## src/rtl/sisc_prog_loader.sv

```systemverilog
// Program loader: packs a big-endian byte stream into 32-bit words, writes them
// to instruction memory from address 0, and holds the CPU in reset until done.
// Define SISC_LOADER_CHKSUM_EN to require a trailing XOR checksum byte.
module sisc_prog_loader #(
  parameter int unsigned WIDTH    = 32,
  parameter int unsigned ADDRSIZE = 12
) (
  input  logic                clk,
  input  logic                reset,
  input  logic [7:0]          in_data,
  input  logic                in_valid,
  output logic                in_ready,
  output logic                mem_we,
  output logic [ADDRSIZE-1:0] mem_addr,
  output logic [WIDTH-1:0]    mem_wdata,
  output logic                cpu_reset,
  output logic                done,
  output logic                err,
  output logic [ADDRSIZE:0]   word_cnt
);

  localparam int unsigned CW      = (ADDRSIZE + 1 > 17) ? ADDRSIZE + 1 : 17;
  localparam int unsigned MEMSIZE = 1 << ADDRSIZE;

  typedef enum logic [2:0] {HDR_HI, HDR_LO, DATA, CHK, DONE, ERR} state_t;

  state_t        state, state_n;
  logic [7:0]    n_hi;
  logic [15:0]   n_q;
  logic [1:0]    byte_cnt;
  logic [23:0]   asm_q;
  logic          last_q, last_n;
  logic          xfer, word_end, frame_end, in_ready_n;
  logic [CW-1:0] n_full;
`ifdef SISC_LOADER_CHKSUM_EN
  logic [7:0]    chk_q;
`endif

  // Next-state and registered-output decode
  always_comb begin
    state_n    = state;
    last_n     = last_q;
    xfer       = in_valid && in_ready;
    n_full     = CW'({n_hi, in_data});
    word_end   = (state == DATA) && xfer && (byte_cnt == 2'd3);
    frame_end  = word_end && ((CW'(word_cnt) + CW'(1)) == CW'(n_q));
    case (state)
      HDR_HI: if (xfer) state_n = HDR_LO;
      HDR_LO: begin
        if (xfer) begin
          if (n_full > CW'(MEMSIZE)) begin
            state_n = ERR;
          end else if (n_full == '0) begin
`ifdef SISC_LOADER_CHKSUM_EN
            state_n = CHK;
`else
            state_n = DONE;
`endif
          end else begin
            state_n = DATA;
          end
        end
      end
      DATA: begin
`ifdef SISC_LOADER_CHKSUM_EN
        if (frame_end) state_n = CHK;
`else
        // final word's write strobe is still in flight; finish after it
        if (last_q) state_n = DONE;
        else if (frame_end) last_n = 1'b1;
`endif
      end
      CHK: begin
`ifdef SISC_LOADER_CHKSUM_EN
        if (xfer) state_n = (in_data == chk_q) ? DONE : ERR;
`else
        state_n = ERR;
`endif
      end
      DONE:    state_n = DONE;
      ERR:     state_n = ERR;
      default: state_n = HDR_HI;
    endcase
    in_ready_n = ((state_n == HDR_HI) || (state_n == HDR_LO) ||
                  (state_n == DATA) || (state_n == CHK)) && !last_n;
  end

  // State, datapath and output registers
  always_ff @(posedge clk) begin
    if (reset) begin
      state     <= HDR_HI;
      last_q    <= 1'b0;
      n_hi      <= '0;
      n_q       <= '0;
      byte_cnt  <= '0;
      asm_q     <= '0;
      in_ready  <= 1'b1;
      mem_we    <= 1'b0;
      mem_addr  <= '0;
      mem_wdata <= '0;
      cpu_reset <= 1'b1;
      done      <= 1'b0;
      err       <= 1'b0;
      word_cnt  <= '0;
`ifdef SISC_LOADER_CHKSUM_EN
      chk_q     <= '0;
`endif
    end else begin
      state     <= state_n;
      last_q    <= last_n;
      in_ready  <= in_ready_n;
      done      <= (state_n == DONE);
      err       <= (state_n == ERR);
      cpu_reset <= (state_n != DONE);
      mem_we    <= word_end;
      if ((state == HDR_HI) && xfer) n_hi <= in_data;
      if ((state == HDR_LO) && xfer) n_q <= {n_hi, in_data};
      if ((state == DATA) && xfer) begin
        byte_cnt <= byte_cnt + 2'd1;
        asm_q    <= {asm_q[15:0], in_data};
      end
      if (word_end) begin
        mem_wdata <= WIDTH'({asm_q, in_data});
        mem_addr  <= word_cnt[ADDRSIZE-1:0];
        word_cnt  <= word_cnt + {{ADDRSIZE{1'b0}}, 1'b1};
      end
`ifdef SISC_LOADER_CHKSUM_EN
      if (state == HDR_HI) chk_q <= '0;
      else if ((state == DATA) && xfer) chk_q <= chk_q ^ in_data;
`endif
    end
  end

endmodule

```

## config.mk

```make
export PLATFORM = sky130hd
export DESIGN_NAME = sisc_prog_loader
export DESIGN_NICKNAME = d
export VERILOG_FILES = /design/src/rtl/sisc_prog_loader.sv
export SDC_FILE = /design/constraint.sdc
export NUM_CORES = 1
export LEC_CHECK = 0
export BUFFER_PORTS_ARGS = -buffer_cell sky130_fd_sc_hd__buf_2
export CORE_MARGIN = 2
export CORE_UTILIZATION = 25
export DETAILED_ROUTE_END_ITERATION = 7
export MAX_ROUTING_LAYER = met4
export PLACE_DENSITY_LB_ADDON = 0.3
export SLEW_MARGIN = 20
export SYNTH_ARGS = -nofsm -noshare
export SYNTH_HDL_FRONTEND = slang
export SYNTH_SLANG_ARGS = --single-unit
```

## constraint.sdc

```tcl
create_clock -name clk -period 3.3 [get_ports clk]
set_clock_uncertainty 0.1 [all_clocks]
set_input_delay 0.33 -clock clk [delete_from_list [all_inputs] [get_ports clk]]
set_output_delay 0.33 -clock clk [all_outputs]
set_load 0.05 [all_outputs]
```

==> flow_summary.yaml, run 1 <==
setup_path:
  setup.worst_path.class: "reg -> reg"
  setup.worst_path.start_class: "register"
  worst-endpoint-arrival_ns: 3.11
  critPathCaptureType: "register"
  required_ns: 3.50
  cell_by_cell_trace_of_the_critical_path: "ha_1, nand4_1, nor4_1, xnor2_1, o2111ai_1, or4_1, and3b_1"
  timing.critical_path.slowest_cell_delay_ns: 0.55
  crit_path_top_delay_cell: "or4_1"
  crit_path_max_fanout: 9
power_and_ir_drop:
  peakVddDrop_uv: 412.0
  leakagePower_nw: 2.239
  power.density_cell_area_mw_per_mm2: 632.3
cells_and_area:
  area_growth_syn_to_layout_pct: 25.39
  share_of_cells_above_drive_strength_1_pct: 17.48
  fillCellCount: 2019
  antenna-diode-count: 0
  nets: 660
global_route:
  largest_net_degree_at_the_start_of_global_routing: 62
  grt_first_pass_wirelength_um: 20130
  overflow: 0
  grt.total_usage_pct: 13.15
  number_of_antenna_violations_at_the_first_check_in_global_routing: 0
  grt_pass1_vias: 3767
sta:
  final_critical_path_setup_slack_ns: 0.3954
  min_period_ns: 2.905
  worst-slew-pin-transition_ns: 0.6795
  final.setup.tns_ns: 0
  timing.final.max_slew_violations: 0
  slew_headroom_pct: 54.56
  timing.final.setup_violations: 0
  finalCritPeriodShare_pct: 88.02
  maxClockFrequency_ghz: 0.3443
  timing.hold.ws_ns: 0.1206
  grt_setup_unrepaired: "false"
  timing_hold_violations_final: 0
floorplanning:
  placeableCoreArea_mm2: 0.01852
  die_w_um: 140.9
  floorplan.die.height_um: 140.9
  pin_count: 73
  initial_util_pct: 25.30
  core.rowCount: 50
  die-area_mm2: 0.01985
clocking:
  htree_num_levels: 4
  hold_buffers: 0
  clkTransAtPathRegs_ns: 0.06
  insertion_delay_of_the_later_clocked_pin_in_the_worst_skew_pair_ns: 0.41
  clock_tree_from_tritoncts: "built"
  cts_post_setup_buffers_inserted: 0
  cts-root-to-sink-buffers: 2
  tritoncts.num_buffers: 17
  clock-root-buffer: "clkbuf_16"
  postCtsResizedCells: 0
  cts_sinks: 116
synthesis:
  netlist.top_cell.by_area: "dfxtp_1"
  combinational_family_with_the_most_area_after_synthesis: "simple AND/OR/NAND/NOR gates"
  leading_post_synthesis_cells_by_cell_area: "dfxtp_1, nand2_1, a21oi_1, xnor2_1, nor2_1"
  synthMuxAreaShare_pct: 2.190
  syn_area_per_cell_um2: 7.902
  netlist_area_mm2: 0.004686
  synth_xor_area_share_pct: 5.234
  portion_of_the_post_synthesis_area_used_by_sequential_elements_pct: 49.56
  synth.top_cell.area_share_pct: 49.56
  synth-async-reset-ratio_pct: 0
  commonest_cells_in_the_netlist: "nand2_1, dfxtp_1, a21oi_1"
  synth-simple-area-share_pct: 25.15
  ys.warnings.count: 0
  postSynthCellCount: 593
  synth.net_count: 606
  synth_fa_ha_area_share_pct: 0.5340
  synth.most_common_cell: "nand2_1"
  complex_gate_fraction_of_the_synthesized_area_pct: 13.40
  postSynth.topFlopCell: "dfxtp_1"
  netlist-cell-type-count: 42
  postSynthRegisterBits: 116
  synth-edff-count: 0
routing:
  antenna_left: 0
  dr.first_iter.drc_count: 305
  route.detailed.drc: 0
  drt_wl_total_um: 12360
  vias: 4056
  wl_per_cell_um: 13.86
  1st_pass_router_iterations: 5
  route.detailed.vias_per_inst: 4.547
worst_hold_path:
  hold_path_class: "in -> reg"
place:
  hpwlAfterDp_um: 8178
  place.gp.congestion: 0.7964
  dp_worst_setup_slack_ns: 0.4322
  numPortBuffers: 72
flow_run:
  max-cap-violations: 0
outcome:
  run_status: "complete, no violations"
## cells by family (layout without fill, tap and decap cells)
| kind of cell | count (synthesis) | after routing |
|---|---|---|
| AOI/OAI and AO/OA | 114 | 114 |
| xor gates and xnor gates | 28 | 28 |
| adders and majority gates | 2 | 2 |
| buffers and inverters | 47 | 112 |
| DFF | 116 | 116 |
| muxes | 10 | 10 |
| and+or+nand+nor | 276 | 276 |
## critical path: cells and delay by family (launching register included)
family / cells / cell delay [ns]
adders and majority gates: 1 / 0.40
xor gates and xnor gates: 1 / 0.19
and+or+nand+nor: 4 / 1.53
DFF: 1 / 0.47
AOI/OAI and AO/OA: 1 / 0.11
## per-layer routing
metal | GRT usage [%] | vias to the layer above | routed length [um]
li1 | - | 2076 | -
met1 | 18.32 | 1862 | 6310
met2 | 18.54 | 106 | 5298
met3 | 3.736 | 12 | 632
met4 | 3.737 | 0 | 123
met5 | - | - | 0
## registers in the layout, summed over array words and instances, names as in the netlist
name / cells
err: 1
mem_we: 1
mem_addr: 12
last_q: 1
cpu_reset: 1
word_cnt: 13
n_q: 16
n_hi: 8
mem_wdata: 32
state: 3
in_ready: 1
byte_cnt: 2
asm_q: 24
done: 1
## metrics by stage
stage,instance area (um^2),total power [mW],cells,util (%)
final,5876,3.715,892,31.73
after global routing,5876,3.850,892,31.73
after CTS,5876,3.759,892,31.73
after detailed placement,5220,1.706,862,28.19
after global placement,5220,1.707,862,28.19
after floorplan,4686,1.644,593,-
## worst paths after layout
kind	slack, ns	depth (start not counted)	startpoint	endpoint
max	0.40	7	word_cnt[0]	in_ready
min reg2reg	0.35	2	mem_wdata[0]	mem_wdata[0]
min	0.12	3	in_data[3]	n_q[3]
max reg2reg	0.40	7	word_cnt[0]	in_ready
## layout by cell type (no fill, tap or decap), types with 2 or more instances in the layout
master and instances:
inv_1 4, xor2_1 11, clkinvlp_4 2, o221ai_1 2, o2111ai_1 2, clkbuf_8 4
and3_1 2, and2_1 3, clkbuf_16 17, nand2b_1 6, dfxtp_1 116, nor4_1 6
buf_4 7, nor3_1 7, ha_1 2, a21oi_1 91, and3b_1 2, nand4_1 7
buf_2 71, mux2i_1 8, nand3_1 12, nand2_1 187, a211oi_1 2, nor2_1 34
mux2_2 2, clkinv_2 2, a21o_1 2, o22ai_1 2, xnor2_1 17, bufinv_16 5
o21ai_0 6, nor2b_1 2
## area by class of cell
| class | instances | area (um^2) | share of cell area [%] |
|---|---|---|---|
| clock inverters | 9 | 175.2 | 2.981 |
| flip-flops and latches | 116 | 2322 | 39.52 |
| well taps | 234 | 292.8 | 4.983 |
| clock buffers | 21 | 480.5 | 8.177 |
| inverters | 4 | 15.01 | 0.2555 |
| repair buffers | 78 | 407.9 | 6.942 |
| multi-input cells | 430 | 2182 | 37.14 |
## power breakdown
group          leakage, nW  internal (mW)  switching (mW)
Clock                0.317           1.41           0.633
Combinational        0.986         0.0704           0.135
Sequential           0.937           1.44          0.0329
Total                 2.24           2.91           0.801
Power figures use the tool's default switching activity.
==> run 2, diff against run 1 <==
CTS_CLUSTER_SIZE = 14   (was unset)
HOLD_SLACK_MARGIN = 0.15   (was unset)
clock period = 3.2 ns   (was 3.3 ns; I/O delays follow)
==> flow_summary.yaml, run 2 (synthesis results as in run 1) <==
routing:
  wl_per_cell_um: 13.73
  drt_wl_total_um: 12380
  1st_pass_router_iterations: 4
  dr.first_iter.drc_count: 266
  vias: 4077
  route.detailed.drc: 0
  route.detailed.vias_per_inst: 4.520
  antenna_left: 0
place:
  post-place-cells: 862
  numPortBuffers: 72
  hpwlAfterDp_um: 8142
  place.gp.congestion: 0.7876
sta:
  slew_headroom_pct: 49.63
  worst-slew-pin-transition_ns: 0.7555
  finalCritPeriodShare_pct: 91.55
  timing_hold_violations_final: 0
  maxClockFrequency_ghz: 0.3413
  final.setup.tns_ns: 0
  timing.final.max_slew_violations: 0
  min_period_ns: 2.930
  timing.hold.ws_ns: 0.3479
  timing.final.setup_violations: 0
  grt_setup_unrepaired: "false"
cells_and_area:
  leading_cell_types_in_the_layout_fill_and_taps_excluded: "nand2_1, dfxtp_1, a21oi_1"
  reg.largest.list: "mem_wdata x32, asm_q x24, n_q x16"
  final_common_cell: "nand2_1"
  nets: 668
  largest_register_ffs: 32
  area_growth_syn_to_layout_pct: 26.46
  antenna-diode-count: 0
  instances_no_fill: 902
  top_register: "mem_wdata"
  share_of_cells_above_drive_strength_1_pct: 17.37
clocking:
  cts-root-to-sink-buffers: 2
  clkTransAtPathRegs_ns: 0.06
  tritoncts.num_buffers: 17
  cts_post_setup_buffers_inserted: 0
  clock-root-buffer: "clkbuf_16"
  htree_num_levels: 4
  cts_sinks: 116
  insertion_delay_of_the_later_clocked_pin_in_the_worst_skew_pair_ns: 0.41
  clock_tree_from_tritoncts: "built"
floorplanning:
  core.rowCount: 50
  initial_util_pct: 25.30
  pin_count: 73
  floorplan.die.height_um: 140.9
  placeableCoreArea_mm2: 0.01852
  die_w_um: 140.9
  die-area_mm2: 0.01985
flow_run:
  max-cap-violations: 0
power_and_ir_drop:
  leakagePower_nw: 2.251
  power.density_cell_area_mw_per_mm2: 629.7
  total_power_draw_mw: 3.731
  peakVddDrop_uv: 384.8
global_route:
  grt.total_usage_pct: 13.20
  overflow: 0
  largest_net_degree_at_the_start_of_global_routing: 73
  number_of_antenna_violations_at_the_first_check_in_global_routing: 0
  grt_pass1_vias: 3876
  grt_first_pass_wirelength_um: 20310
setup_path:
  crit_path_max_fanout: 9
  startpoint: "word_cnt[0]"
  critPathCaptureType: "register"
  worstSetupEndpoint: "in_ready"
  worst-endpoint-arrival_ns: 3.13
  required_ns: 3.40
  setup.worst_path.class: "reg -> reg"
  critical_path.reg2reg.endpoint: "in_ready"
  regToRegSetupSlack_ns: 0.27
  setup.worst_path.start_class: "register"
  reg2reg_from: "word_cnt[0]"
  worst-r2r-cell-count: 7
worst_hold_path:
  hold_path_class: "reg -> reg"
outcome:
  run_status: "complete, no violations"
==> run 2: cell types whose count changed in the layout (fill, tap and decap cells not counted) <==
| cell | before | now |
|---|---|---|
| clkbuf_8 | 4 | 1 |
| dlygate4sd3_1 | 0 | 8 |
| clkinvlp_4 | 2 | 4 |
| clkinv_2 | 2 | 3 |
| clkinv_4 | 0 | 2 |
| clkbuf_1 | 0 | 1 |
| bufinv_16 | 5 | 4 |
==> run 2: worst max-delay path, stage by stage, from the launching register on <==
cell	delay [ns]
dfxtp_1	0.50
ha_1	0.41
nand4_1	0.26
nor4_1	0.47
xnor2_1	0.19
o2111ai_1	0.13
or4_1	0.56
and3b_1	0.20
==> run 2: layout make-up <==
| type | count | area, um^2 |
|---|---|---|
| Clock inverter | 13 | 182.7 |
| Tap cell | 234 | 292.8 |
| Fill cell | 1987 | 12590 |
| Inverter | 4 | 15.01 |
| Multi-Input combinational cell | 430 | 2182 |
| Sequential cell | 116 | 2322 |
| Clock buffer | 19 | 442.9 |
| Timing Repair Buffer | 86 | 488.0 |
==> run 2: worst min path at each step <==
stage | startpoint | end | cells after the start | slack (ns)
floorplan | asm_q[16] | mem_wdata[24] | 2 | 0.33
global placement | mem_addr[8] | mem_addr[8] | 2 | 0.34
detailed placement | mem_wdata[6] | mem_wdata[6] | 2 | 0.34
CTS | mem_wdata[20] | mem_wdata[20] | 2 | 0.35
global route | mem_addr[8] | mem_addr[8] | 2 | 0.36
finish | mem_addr[5] | mem_addr[5] | 2 | 0.35
==> run 2: per-stage QoR <==
stage / instance area [um^2] / worst slack (ns) / utilization (%)
floorplan: 4686 / 0.1711 / -
global placement: 5220 / 0.4303 / 28.19
detailed placement: 5220 / 0.3208 / 28.19
CTS: 5926 / 0.3121 / 32.00
global route: 5926 / 0.002116 / 32.00
finish: 5926 / 0.2703 / 32.00
==> run 2: report_power, final <==
part | switching (mW) | total, mW | internal (mW)
clock network | 0.677 | 2.00 | 1.32
registers | 0.0338 | 1.51 | 1.48
logic | 0.142 | 0.221 | 0.0789
total | 0.853 | 3.73 | 2.88
==> run 2: metal layers <==
layer / global-route usage, % / routed length [um] / share of wire [%] / vias up
met2: 18.82 / 5302 / 43 / 87
met5: - / 0 / 0 / -
met4: 3.632 / 79 / 0.64 / 0
met3: 3.736 / 514 / 4.2 / 5
li1: - / - / - / 2092
met1: 18.28 / 6485 / 52 / 1893
==> run 2: timing repair <==
action	4_1_cts	5_1_grt
hold endpoints to repair	27	0
setup endpoints to repair	0	0
hold buffers	8	0
resized for setup	0	0
==> run 3, diff against run 2 <==
BUFFER_PORTS_ARGS = -buffer_cell sky130_fd_sc_hd__buf_4   (was -buffer_cell sky130_fd_sc_hd__buf_2)
GPL_TIMING_DRIVEN = 0   (was unset)
==> flow_summary.yaml, run 3 (synthesis results as in run 1) <==
outcome:
  run_status: "complete, no violations"
setup_path:
  setup.worst_path.class: "reg -> reg"
  worst-r2r-cell-count: 8
  setup.worst_path.start_class: "register"
  crit_path_max_fanout: 9
  critical_path.reg2reg.endpoint: "in_ready"
  regToRegSetupSlack_ns: 0.25
  required_ns: 3.41
  worst-endpoint-arrival_ns: 3.16
  critPathCaptureType: "register"
  reg2reg_from: "word_cnt[0]"
worst_hold_path:
  whs_endpoint: "mem_addr[7]"
  hold_path_class: "reg -> reg"
  worst_hold_path.num_cells: 2
  min-delay-start: "mem_addr[7]"
place:
  hpwlAfterDp_um: 9423
  post-place-cells: 899
  dp_worst_setup_slack_ns: 0.04510
  place.gp.congestion: 0.8347
  numPortBuffers: 72
cells_and_area:
  largest_register_ffs: 32
  fillCellCount: 1998
  nets: 708
  share_of_cells_above_drive_strength_1_pct: 16.29
  ff_latch_area_mm2: 0.002322
  area_growth_syn_to_layout_pct: 34.47
  top_register: "mem_wdata"
  instances_no_fill: 940
  final_common_cell: "nand2_1"
  leading_cell_types_in_the_layout_fill_and_taps_excluded: "nand2_1, dfxtp_1, a21oi_1"
  antenna-diode-count: 0
  reg.largest.list: "mem_wdata x32, asm_q x24, n_q x16"
  multiInputGateArea_mm2: 0.002195
floorplanning:
  pin_count: 73
  placeableCoreArea_mm2: 0.01852
  floorplan.die.height_um: 140.9
  initial_util_pct: 25.30
  die_w_um: 140.9
  core.rowCount: 50
  die-area_mm2: 0.01985
global_route:
  grt_pass1_vias: 3914
  largest_net_degree_at_the_start_of_global_routing: 17
  number_of_antenna_violations_at_the_first_check_in_global_routing: 0
  grt.total_usage_pct: 13.59
  overflow: 0
  grt_first_pass_wirelength_um: 20620
sta:
  final_critical_path_setup_slack_ns: 0.2497
  timing.final.setup_violations: 0
  final.setup.tns_ns: 0
  slew_headroom_pct: 36.72
  finalCritPeriodShare_pct: 92.20
  grt_setup_unrepaired: "false"
  worst-slew-pin-transition_ns: 0.9413
  maxClockFrequency_ghz: 0.3389
  min_period_ns: 2.950
  timing_hold_violations_final: 0
  timing.final.max_slew_violations: 0
power_and_ir_drop:
  power.density_cell_area_mw_per_mm2: 617.3
  peakVddDrop_uv: 341.5
  leakagePower_nw: 2.350
  total_power_draw_mw: 3.889
routing:
  vias: 4209
  dr.first_iter.drc_count: 314
  antenna_left: 0
  wl_per_cell_um: 13.80
  route.detailed.drc: 0
  route.detailed.vias_per_inst: 4.478
  1st_pass_router_iterations: 5
  drt_wl_total_um: 12970
clocking:
  insertion_delay_of_the_later_clocked_pin_in_the_worst_skew_pair_ns: 0.41
  cts_sinks: 116
  cts-root-to-sink-buffers: 2
  htree_num_levels: 4
  clock-root-buffer: "clkbuf_16"
  clock_tree_from_tritoncts: "built"
  tritoncts.num_buffers: 17
  clkTransAtPathRegs_ns: 0.05
flow_run:
  max-cap-violations: 0
[run 3: routing by layer]
layer / share of wire, % / wire (um) / global-route usage [%] / vias to the layer above
li1: - / - / - / 2179
met1: 51 / 6553 / 18.16 / 1912
met2: 44 / 5675 / 20.13 / 106
met3: 4.7 / 615 / 3.804 / 12
met4: 0.98 / 127 / 3.842 / 0
met5: 0 / 0 / - / -
[run 3: stage by stage]
step                      utilization, %  hold WS, ns  instance area [um^2]
after detailed placement           29.80       0.3483                  5519
after global placement             29.80       0.3417                  5519
final                              34.03       0.3513                  6301
after floorplan                        -       0.3322                  4686
after CTS                          33.86       0.3554                  6271
after global routing               34.03       0.3709                  6301
[run 3: area by class of cell]
class / instances / area share, %
timing repair buffer: 83 / 10.25
buffer: 43 / 2.681
inverter: 4 / 0.2383
tap: 234 / 4.647
clock buffer: 21 / 7.307
sequential: 116 / 36.85
multi-input combinational: 430 / 34.83
clock inverter: 9 / 3.197
[run 3: worst max-delay path, stage by stage, from the launching register on]
cell and delay (ns):
dfxtp_1 0.54, ha_1 0.21, clkbuf_1 0.31, and4_1 0.39, nand2b_1 0.15, o221ai_1 0.20, o2111ai_1 0.13, or4_1 0.61
and3b_1 0.22
[run 3: worst max path at each step]
stage                      from  endpoint  slack, ns  cells past startpoint
floorplan           word_cnt[0]  in_ready       0.17                      8
global placement    word_cnt[0]  in_ready       0.04                      8
detailed placement  word_cnt[0]  in_ready       0.05                      8
CTS                 word_cnt[0]  in_ready       0.03                      8
global route        word_cnt[0]  in_ready       0.08                      8
finish              word_cnt[0]  in_ready       0.25                      8
[run 3: power breakdown]
| part | switching, mW | internal [mW] | total (mW) |
|---|---|---|---|
| Clock | 0.645 | 1.49 | 2.14 |
| Combinational | 0.154 | 0.0892 | 0.243 |
| Sequential | 0.0297 | 1.48 | 1.51 |
[run 3: what timing repair did]
| item | in CTS | in global routing |
|---|---|---|
| gates resized for setup | 0 | 2 |
| buffers inserted | 0 | 2 |
| hold buffers | 9 | 0 |
| setup endpoints to repair | 0 | 2 |
| endpoints found under the hold margin | 33 | 0 |
